[config.mk]
export PLATFORM = sky130hd
export DESIGN_NAME = shift_register_u
export DESIGN_NICKNAME = d
export VERILOG_FILES = /design/src/rtl/shift_register_u.sv
export SDC_FILE = /design/constraint.sdc
export NUM_CORES = 1
export LEC_CHECK = 0
export CAP_MARGIN = 10
export CORE_MARGIN = 8
export CORE_UTILIZATION = 49
export DETAILED_ROUTE_END_ITERATION = 8
export PLACE_DENSITY_LB_ADDON = 0.08
export SYNTH_ARGS = -nofsm -noshare
export SYNTH_HDL_FRONTEND = slang
export SYNTH_SLANG_ARGS = --single-unit
[constraint.sdc]
create_clock -name clk -period 2 [get_ports clk]
set_input_delay 0.4 -clock clk [delete_from_list [all_inputs] [get_ports clk]]
set_output_delay 0.4 -clock clk [all_outputs]
set_load 0.01 [all_outputs]
[src/rtl/shift_register_u.sv]
// Universal WIDTH-bit register: load/clear plus multi-cycle shift/rotate, one bit-step per clock.
// Optional abort of an in-flight shift when SHIFT_REGISTER_U_ABORT_EN is defined.
module shift_register_u #(
  parameter int unsigned          WIDTH       = 8,
  parameter logic [WIDTH-1:0]     RESET_VALUE = '0
) (
  input  logic                       clk,
  input  logic                       reset,
  input  logic                       op_valid,
  output logic                       op_ready,
  input  logic [2:0]                 op,
  input  logic [WIDTH-1:0]           data_in,
  input  logic [$clog2(WIDTH):0]     shamt,
  input  logic                       serial_in,
  output logic [WIDTH-1:0]           data_reg,
  output logic                       serial_out,
`ifdef SHIFT_REGISTER_U_ABORT_EN
  input  logic                       abort,
  output logic                       aborted,
`endif
  output logic                       done
);

  localparam int unsigned CntW = $clog2(WIDTH) + 1;

  localparam logic [2:0] OpNop   = 3'b000;
  localparam logic [2:0] OpLoad  = 3'b001;
  localparam logic [2:0] OpClear = 3'b010;
  localparam logic [2:0] OpShl   = 3'b011;
  localparam logic [2:0] OpShr   = 3'b100;
  localparam logic [2:0] OpRol   = 3'b101;
  localparam logic [2:0] OpRor   = 3'b110;
  localparam logic [2:0] OpAsr   = 3'b111;

  typedef enum logic [0:0] {StIdle, StShift} state_e;

  state_e            state_q, state_d;
  logic [WIDTH-1:0]  data_q, data_d;
  logic [CntW-1:0]   cnt_q, cnt_d;
  logic [2:0]        op_q, op_d;
  logic              sout_q, sout_d;
  logic              done_q, done_d;
  logic              aborted_q, aborted_d;
  logic              abort_w;

  logic [2:0]        step_op;
  logic [WIDTH-1:0]  step_data;
  logic              step_out;

`ifdef SHIFT_REGISTER_U_ABORT_EN
  assign abort_w = abort;
  assign aborted = aborted_q;
`else
  assign abort_w = 1'b0;
`endif

  // The step uses the live op on the accept edge and the latched op afterwards.
  assign step_op = (state_q == StIdle) ? op : op_q;

  always_comb begin
    step_data = data_q;
    step_out  = sout_q;
    case (step_op)
      OpShl: begin
        step_data = {data_q[WIDTH-2:0], serial_in};
        step_out  = data_q[WIDTH-1];
      end
      OpShr: begin
        step_data = {serial_in, data_q[WIDTH-1:1]};
        step_out  = data_q[0];
      end
      OpRol: begin
        step_data = {data_q[WIDTH-2:0], data_q[WIDTH-1]};
        step_out  = data_q[WIDTH-1];
      end
      OpRor: begin
        step_data = {data_q[0], data_q[WIDTH-1:1]};
        step_out  = data_q[0];
      end
      OpAsr: begin
        step_data = {data_q[WIDTH-1], data_q[WIDTH-1:1]};
        step_out  = data_q[0];
      end
      default: ;
    endcase
  end

  always_comb begin
    state_d   = state_q;
    data_d    = data_q;
    cnt_d     = cnt_q;
    op_d      = op_q;
    sout_d    = sout_q;
    done_d    = 1'b0;
    aborted_d = 1'b0;
    unique case (state_q)
      StIdle: begin
        if (op_valid) begin
          case (op)
            OpNop:   done_d = 1'b1;
            OpLoad: begin
              data_d = data_in;
              done_d = 1'b1;
            end
            OpClear: begin
              data_d = '0;
              done_d = 1'b1;
            end
            default: begin
              op_d = op;
              if (shamt == '0) begin
                done_d = 1'b1;
              end else begin
                data_d = step_data;
                sout_d = step_out;
                cnt_d  = shamt - CntW'(1);
                if (shamt == CntW'(1)) begin
                  done_d = 1'b1;
                end else begin
                  state_d = StShift;
                end
              end
            end
          endcase
        end
      end
      StShift: begin
        if (abort_w) begin
          state_d   = StIdle;
          aborted_d = 1'b1;
        end else begin
          data_d = step_data;
          sout_d = step_out;
          cnt_d  = cnt_q - CntW'(1);
          if (cnt_q == CntW'(1)) begin
            state_d = StIdle;
            done_d  = 1'b1;
          end
        end
      end
      default: state_d = StIdle;
    endcase
  end

  always_ff @(posedge clk or negedge reset) begin
    if (!reset) begin
      state_q   <= StIdle;
      data_q    <= RESET_VALUE;
      cnt_q     <= '0;
      op_q      <= OpNop;
      sout_q    <= 1'b0;
      done_q    <= 1'b0;
      aborted_q <= 1'b0;
    end else begin
      state_q   <= state_d;
      data_q    <= data_d;
      cnt_q     <= cnt_d;
      op_q      <= op_d;
      sout_q    <= sout_d;
      done_q    <= done_d;
      aborted_q <= aborted_d;
    end
  end

  assign op_ready   = (state_q == StIdle);
  assign data_reg   = data_q;
  assign serial_out = sout_q;
  assign done       = done_q;

`ifndef SHIFT_REGISTER_U_ABORT_EN
  logic unused_aborted;
  assign unused_aborted = aborted_q;
`endif

endmodule

==> results of run 1 <==
-- worst min-delay path by stage --
stage	to	slack, ps	cells after the start
6_report	op_q[2]	430	2
5_1_grt	state_q	450	2
3_5_place_dp	op_q[2]	530	1
2_1_floorplan	cnt_q[0]	100	0
4_1_cts	op_q[2]	440	2
3_3_place_gp	op_q[2]	510	1
-- worst register-to-register path, stage by stage, from the launching register on --
cell and delay [ps]:
dfrtp_2 430, buf_4 180, or3b_2 480, nand2_1 100, mux2i_1 190, mux2i_1 100
a221o_1 340
-- metal layers --
metal / GRT usage / up-vias
li1: - / 607
met1: 0.202 / 614
met2: 0.253 / 34
met3: 0.0436 / 4
met4: 0.0679 / 0
met5: 0 / -
-- cell families (layout without fill, tap and decap cells) --
| logic type | count (synthesis) | count (layout) |
|---|---|---|
| simple gates | 49 | 49 |
| fa+ha+maj | 4 | 4 |
| flops | 18 | 18 |
| compound gates | 33 | 33 |
| buf+inv | 11 | 65 |
| xor+xnor | 5 | 5 |
| mux | 13 | 13 |
-- through the flow --
step | instances | instance area [um^2] | util | setup TNS [ps]
finish | 217 | 1820 | 0.743 | 0
global route | 217 | 1820 | 0.743 | -0.768
CTS | 217 | 1790 | 0.728 | 0
detailed placement | 212 | 1740 | 0.710 | -2760
global placement | 212 | 1740 | 0.710 | -2050
floorplan | 133 | 1270 | - | 0
-- layout make-up --
class                   instances  area, um^2
clock buffers                   4        36.3
fillers                       189         631
inverters                       7        26.3
multi-input cells             104         788
flip-flops and latches         18         452
well taps                      30        37.5
repair buffers                 54         484
-- power groups by stage --
stage / clock network [W] / logic (W) / registers [W]
global placement: 0 / 0.00160 / 0.000768
finish: 0.000228 / 0.00174 / 0.000750
detailed placement: 0 / 0.00166 / 0.000778
floorplan: 0 / 0.00101 / 0.000759
global route: 0.000249 / 0.00191 / 0.000780
CTS: 0.000233 / 0.00171 / 0.000744
-- cells in the final DEF, fill, tap and decap left out, types with 2 or more instances in the layout --
cell type,count
a221o_1,2
nor3_1,2
clkdlybuf4s50_1,25
nor2_1,15
nand2_1,20
mux2_2,3
dlymetal6s2s_1,2
dfrtp_1,17
xor2_1,2
mux2i_1,8
inv_2,3
buf_4,24
inv_1,4
clkbuf_4,3
o221ai_1,13
dlygate4sd2_1,2
o21ai_0,5
xnor2_1,3
ha_1,3
nand3b_1,2
a21oi_1,3
-- timing repair --
| action | 4_1_cts | 5_1_grt |
|---|---|---|
| endpoints found under the setup margin | 2 | 7 |
| pin swaps | 0 | 3 |
| resized for setup | 3 | 10 |
| setup buffers | 1 | 0 |
==> flow_metrics.env, run 1 <==
export IMPL_p_comb_frac=0.640
export IMPL_crit_path_start="op[1]"
export IMPL_drive_gt1_frac=0.257
export IMPL_synth_cells=133
export IMPL_cp_depth=6
export IMPL_wirelength_mm=3.33
export IMPL_fin_total_pwr_w=0.00272
export IMPL_synth_area_leaders="dfrtp_1 (36%), o221ai_1 (9.0%), mux2i_1 (6.3%)"
export IMPL_r2r_slack_ps=70
export IMPL_syn_avg_cell_area_um2=9.53
export IMPL_yosysTopAreaCellShare=0.355
export IMPL_r2r_cells=6
export IMPL_max_slew_worst_pin_slew_ps=443
export IMPL_synth_mux_area_frac=0.112
export IMPL_setup_violations=0
export IMPL_drc=0
export IMPL_synth_compound_gate_area_share=0.216
export IMPL_fin_crit_ps=1930
export IMPL_viasPerCell=5.80
export IMPL_cts_reportedPaths_clkPinSlew_ps=110
export IMPL_yosys_area_share_simple=0.197
export IMPL_via_count=1259
export IMPL_critPathSlowestCell="or3b_2"
export IMPL_grt_use_total=0.161
export IMPL_p_seq_frac=0.276
export IMPL_cp_start_kind="primary input"
export IMPL_met2_wirelength_mm=1.63
export IMPL_cts_sinks=18
export IMPL_boundaryPins=30
export IMPL_critPathBufInv=1
export IMPL_hpwlAfterDp_mm=2.61
export IMPL_final_max_slew_viol_count=0
export IMPL_cts_tree="done"
export IMPL_cp_cell_sequence="clkdlybuf4s50_1 -> or3b_2 -> nand2_1 -> mux2i_1 -> mux2i_1 -> a221o_1"
export IMPL_hold_viol_final=0
export IMPL_wl_met3_um=180
export IMPL_cp_arrival_ps=2120
export IMPL_drtIter0Drc=45
export IMPL_synth_edf_count=0
export IMPL_htreeDepth=1
export IMPL_nNetsFinal=211
export IMPL_die_w_um=66.9
export IMPL_critPathMaxStageDelay_ps=520
export IMPL_synth_most_common_cell="nand2_1"
export IMPL_numCtsBuffers=3
export IMPL_cts_buffer_depth=2
export IMPL_overflow=0
export IMPL_power_frac_clock=0.084
export IMPL_p_sw_w=0.00113
export IMPL_post_drt_wl_per_cell_um=15.3
export IMPL_rsz0062_at_grt="true"
export IMPL_dr_pass1_iters=4
export IMPL_ys_top_cells_by_count="nand2_1 (21), dfrtp_1 (18), nor2_1 (15)"
export IMPL_initial_core_util=0.516
export IMPL_synthAdderAreaFrac=0.0395
export IMPL_clock_root_buffer="clkbuf_4"
export IMPL_ys_seq_area_frac=0.355
export IMPL_syn_area_um2=1270
export IMPL_hold_buffers=0
export IMPL_place_congestion=0.810
export IMPL_min_period_over_period=0.966
export IMPL_p_int_w=0.00159
export IMPL_ir_drop_uv=1020
export IMPL_fmax_mhz=518
export IMPL_timing_rr_end="data_reg[0]"
export IMPL_antenna_cells=0
export IMPL_pre_cts_slack_ps=-313
export IMPL_crit_end="data_reg[0]"
export IMPL_cp_common_cell="mux2i_1"
export IMPL_die_y_um=66.9
export IMPL_async_flop_share=1.00
export IMPL_post_synth_xor_area_fraction=0.0346
export IMPL_reg2reg_from="state_q"
export IMPL_drv_cap=0
export IMPL_synth_top_family_by_area="compound AO/OA/AOI/OAI gates"
export IMPL_worst_slack_ps=68.6
export IMPL_insertion_delay_ps=290
export IMPL_path_delay_family="simple AND/OR/NAND/NOR gates"
export IMPL_timing_critical_path_required_ps=2190
export IMPL_switching_share=0.416
export IMPL_outcome="finished clean"
export IMPL_area_growth_pct=43.9
export IMPL_io_buffer_count=29
export IMPL_grt_pass1_vias=1196
export IMPL_syn_nets=156
export IMPL_max_slew_margin=0.704
export IMPL_leakage_nw=0.792
export IMPL_grt_pass1_wl_mm=5.62
export IMPL_p_per_area_nw_per_um2=1490
export IMPL_ys_warn_count=0
export IMPL_hold_slack_ps=433
export IMPL_top_layer="met4"
export IMPL_endpoint_kind="flip-flop"
export IMPL_antenna_left=0
export IMPL_yosys_area_top_type="dfrtp_1"
export IMPL_ys_ff_latch=18
export IMPL_grt_start_max_net_pins=19
export IMPL_antenna_found_initial=0
export IMPL_row_count=18
export IMPL_largest_reg_flops=8
export IMPL_wl_met1_mm=1.49
export IMPL_criticalPathCategory="in2reg"
export IMPL_dieArea_um2=4470
export IMPL_cp_max_fo=4
export IMPL_skew_ps=3.03
export IMPL_core_area_um2=2450
export IMPL_synth_flop_cell="dfrtp_1"
export IMPL_holdCritPathClass="in2async"
export IMPL_synth_cell_types=39
No activity file was read; power rests on OpenSTA's default activity.
==> inputs of run 2 (changes only) <==
--- a/config.mk
+++ b/config.mk
@@ -7,8 +7,9 @@
 export LEC_CHECK = 0
 export CAP_MARGIN = 10
 export CORE_MARGIN = 8
-export CORE_UTILIZATION = 49
+export CORE_UTILIZATION = 35
 export DETAILED_ROUTE_END_ITERATION = 8
+export DONT_BUFFER_PORTS = 1
 export PLACE_DENSITY_LB_ADDON = 0.08
 export SYNTH_ARGS = -nofsm -noshare
 export SYNTH_HDL_FRONTEND = slang
==> flow_metrics.env, run 2 (synthesis gave the netlist of run 1 again) <==
export IMPL_place_congestion=0.794
export IMPL_grt_start_max_net_pins=19
export IMPL_overflow=0
export IMPL_grt_pass1_wl_mm=5.29
export IMPL_drive_gt1_frac=0.182
export IMPL_cp_start_kind="flip-flop"
export IMPL_p_per_area_nw_per_um2=1630
export IMPL_r2r_cells=6
export IMPL_endpoint_kind="flip-flop"
export IMPL_clock_root_buffer="clkbuf_4"
export IMPL_max_slew_worst_pin_slew_ps=858
export IMPL_outcome="finished clean"
export IMPL_final_max_slew_viol_count=0
export IMPL_antenna_cells=0
export IMPL_timing_critical_path_required_ps=2190
export IMPL_timing_rr_end="data_reg[0]"
export IMPL_fin_util=0.401
export IMPL_fin_crit_ps=1880
export IMPL_cts_sinks=18
export IMPL_insertion_delay_ps=300
export IMPL_criticalPathCategory="reg2reg"
export IMPL_die_w_um=76.2
export IMPL_holdCritPathClass="in2reg"
export IMPL_r2r_slack_ps=120
export IMPL_hold_viol_final=0
export IMPL_skew_ps=9.01
export IMPL_die_y_um=76.2
export IMPL_via_count=1012
export IMPL_p_seq_frac=0.342
export IMPL_setup_tns_ps=0
export IMPL_ir_drop_uv=515
export IMPL_rsz0062_at_grt="false"
export IMPL_max_slew_margin=0.426
export IMPL_grt_use_total=0.110
export IMPL_leakage_nw=0.594
export IMPL_boundaryPins=30
export IMPL_largest_reg_flops=8
export IMPL_drtIter0Drc=53
export IMPL_io_buffer_count=0
export IMPL_antenna_left=0
export IMPL_cts_tree="done"
export IMPL_p_sw_w=0.00104
export IMPL_cts_buffer_depth=2
export IMPL_p_comb_frac=0.560
export IMPL_drc=0
export IMPL_switching_share=0.445
export IMPL_dieArea_um2=5800
export IMPL_viasPerCell=5.30
export IMPL_holdCritStartpoint="op[0]"
export IMPL_power_frac_clock=0.098
export IMPL_cp_arrival_ps=2070
export IMPL_layout_cells_most_common="nand2_1"
export IMPL_reg2reg_from="state_q"
export IMPL_dr_pass1_iters=4
export IMPL_final_cell_mix="nand2_1 (21), dfrtp_1 (18), nor2_1 (15)"
export IMPL_hpwlAfterDp_mm=2.45
export IMPL_nNetsFinal=167
export IMPL_min_to="op_q[0]"
export IMPL_wirelength_mm=3.13
export IMPL_row_count=22
export IMPL_final_cells=191
export IMPL_min_path_cells=1
export IMPL_post_drt_wl_per_cell_um=16.4
export IMPL_cts_reportedPaths_clkPinSlew_ps=110
export IMPL_initial_core_util=0.354
export IMPL_p_int_w=0.00130
export IMPL_htreeDepth=1
export IMPL_setup_violations=0
export IMPL_numCtsBuffers=3
export IMPL_min_period_over_period=0.940
export IMPL_cp_max_fo=13
export IMPL_fmax_mhz=532
export IMPL_dp_cells=186
export IMPL_area_growth_pct=13.1
export IMPL_antenna_found_initial=0
export IMPL_core_area_um2=3580
export IMPL_grt_pass1_vias=1055
export IMPL_drv_cap=0
## run 2: cell count changes in the layout (fill, tap and decap cells not counted), sizes merged
cell | before | now
buf | 25 | 9
clkdlybuf4s50 | 25 | 0
dlygate4sd2 | 2 | 0
dlygate4sd3 | 0 | 1
dlymetal6s2s | 2 | 0
## run 2: stage by stage
stage | hold slack [ps] | cell area (um^2) | worst slack (ps) | total power, W
floorplan | 104 | 1270 | 222 | 0.00177
global placement | 105 | 1380 | 121 | 0.00209
detailed placement | 105 | 1380 | 106 | 0.00211
CTS | 231 | 1420 | 82.9 | 0.00236
global route | 236 | 1430 | 4.60 | 0.00256
finish | 243 | 1430 | 120 | 0.00234
## run 2: layout make-up
type / instances / area, um^2
multi-input cells: 104 / 771
well taps: 48 / 60.1
inverters: 7 / 26.3
fillers: 379 / 2140
repair buffers: 10 / 90.1
clock buffers: 4 / 36.3
flip-flops and latches: 18 / 450
## run 2: power by group through the flow
stage          clock network (W)  logic [W]  registers, W
4_1_cts                 0.000243    0.00131      0.000803
6_report                0.000230    0.00131      0.000798
3_3_place_gp                   0    0.00129      0.000806
3_5_place_dp                   0    0.00130      0.000808
2_1_floorplan                  0    0.00101      0.000759
5_1_grt                 0.000252    0.00147      0.000832
## run 2: worst max-delay path by stage
stage,endpoint,from,slack [ps],cells past startpoint
4_1_cts,data_reg[4],state_q,80,6
5_1_grt,data_reg[7],state_q,5,6
6_report,data_reg[0],state_q,120,6
2_1_floorplan,data_reg[0],state_q,220,6
3_3_place_gp,data_reg[0],state_q,120,6
3_5_place_dp,data_reg[0],state_q,110,6
## run 2: timing repair
action	in CTS	in global routing
gates resized for setup	0	1
buffers inserted	0	0
endpoints found under the setup margin	0	6
hold endpoints to repair	18	0
hold buffers	1	0
## run 2: metal layers
metal	wire (um)	track usage	up-vias
li1	-	-	514
met1	1470	0.137	478
met2	1420	0.171	18
met3	226	0.0436	2
met4	17	0.0346	0
met5	0	0	-
## run 2: worst max-delay path: stages, from the launching register on
cell and delay (ps):
dfrtp_1 440, buf_12 170, or3b_2 460, nand2_1 90
mux2i_1 180, mux2i_1 80, a221o_1 360
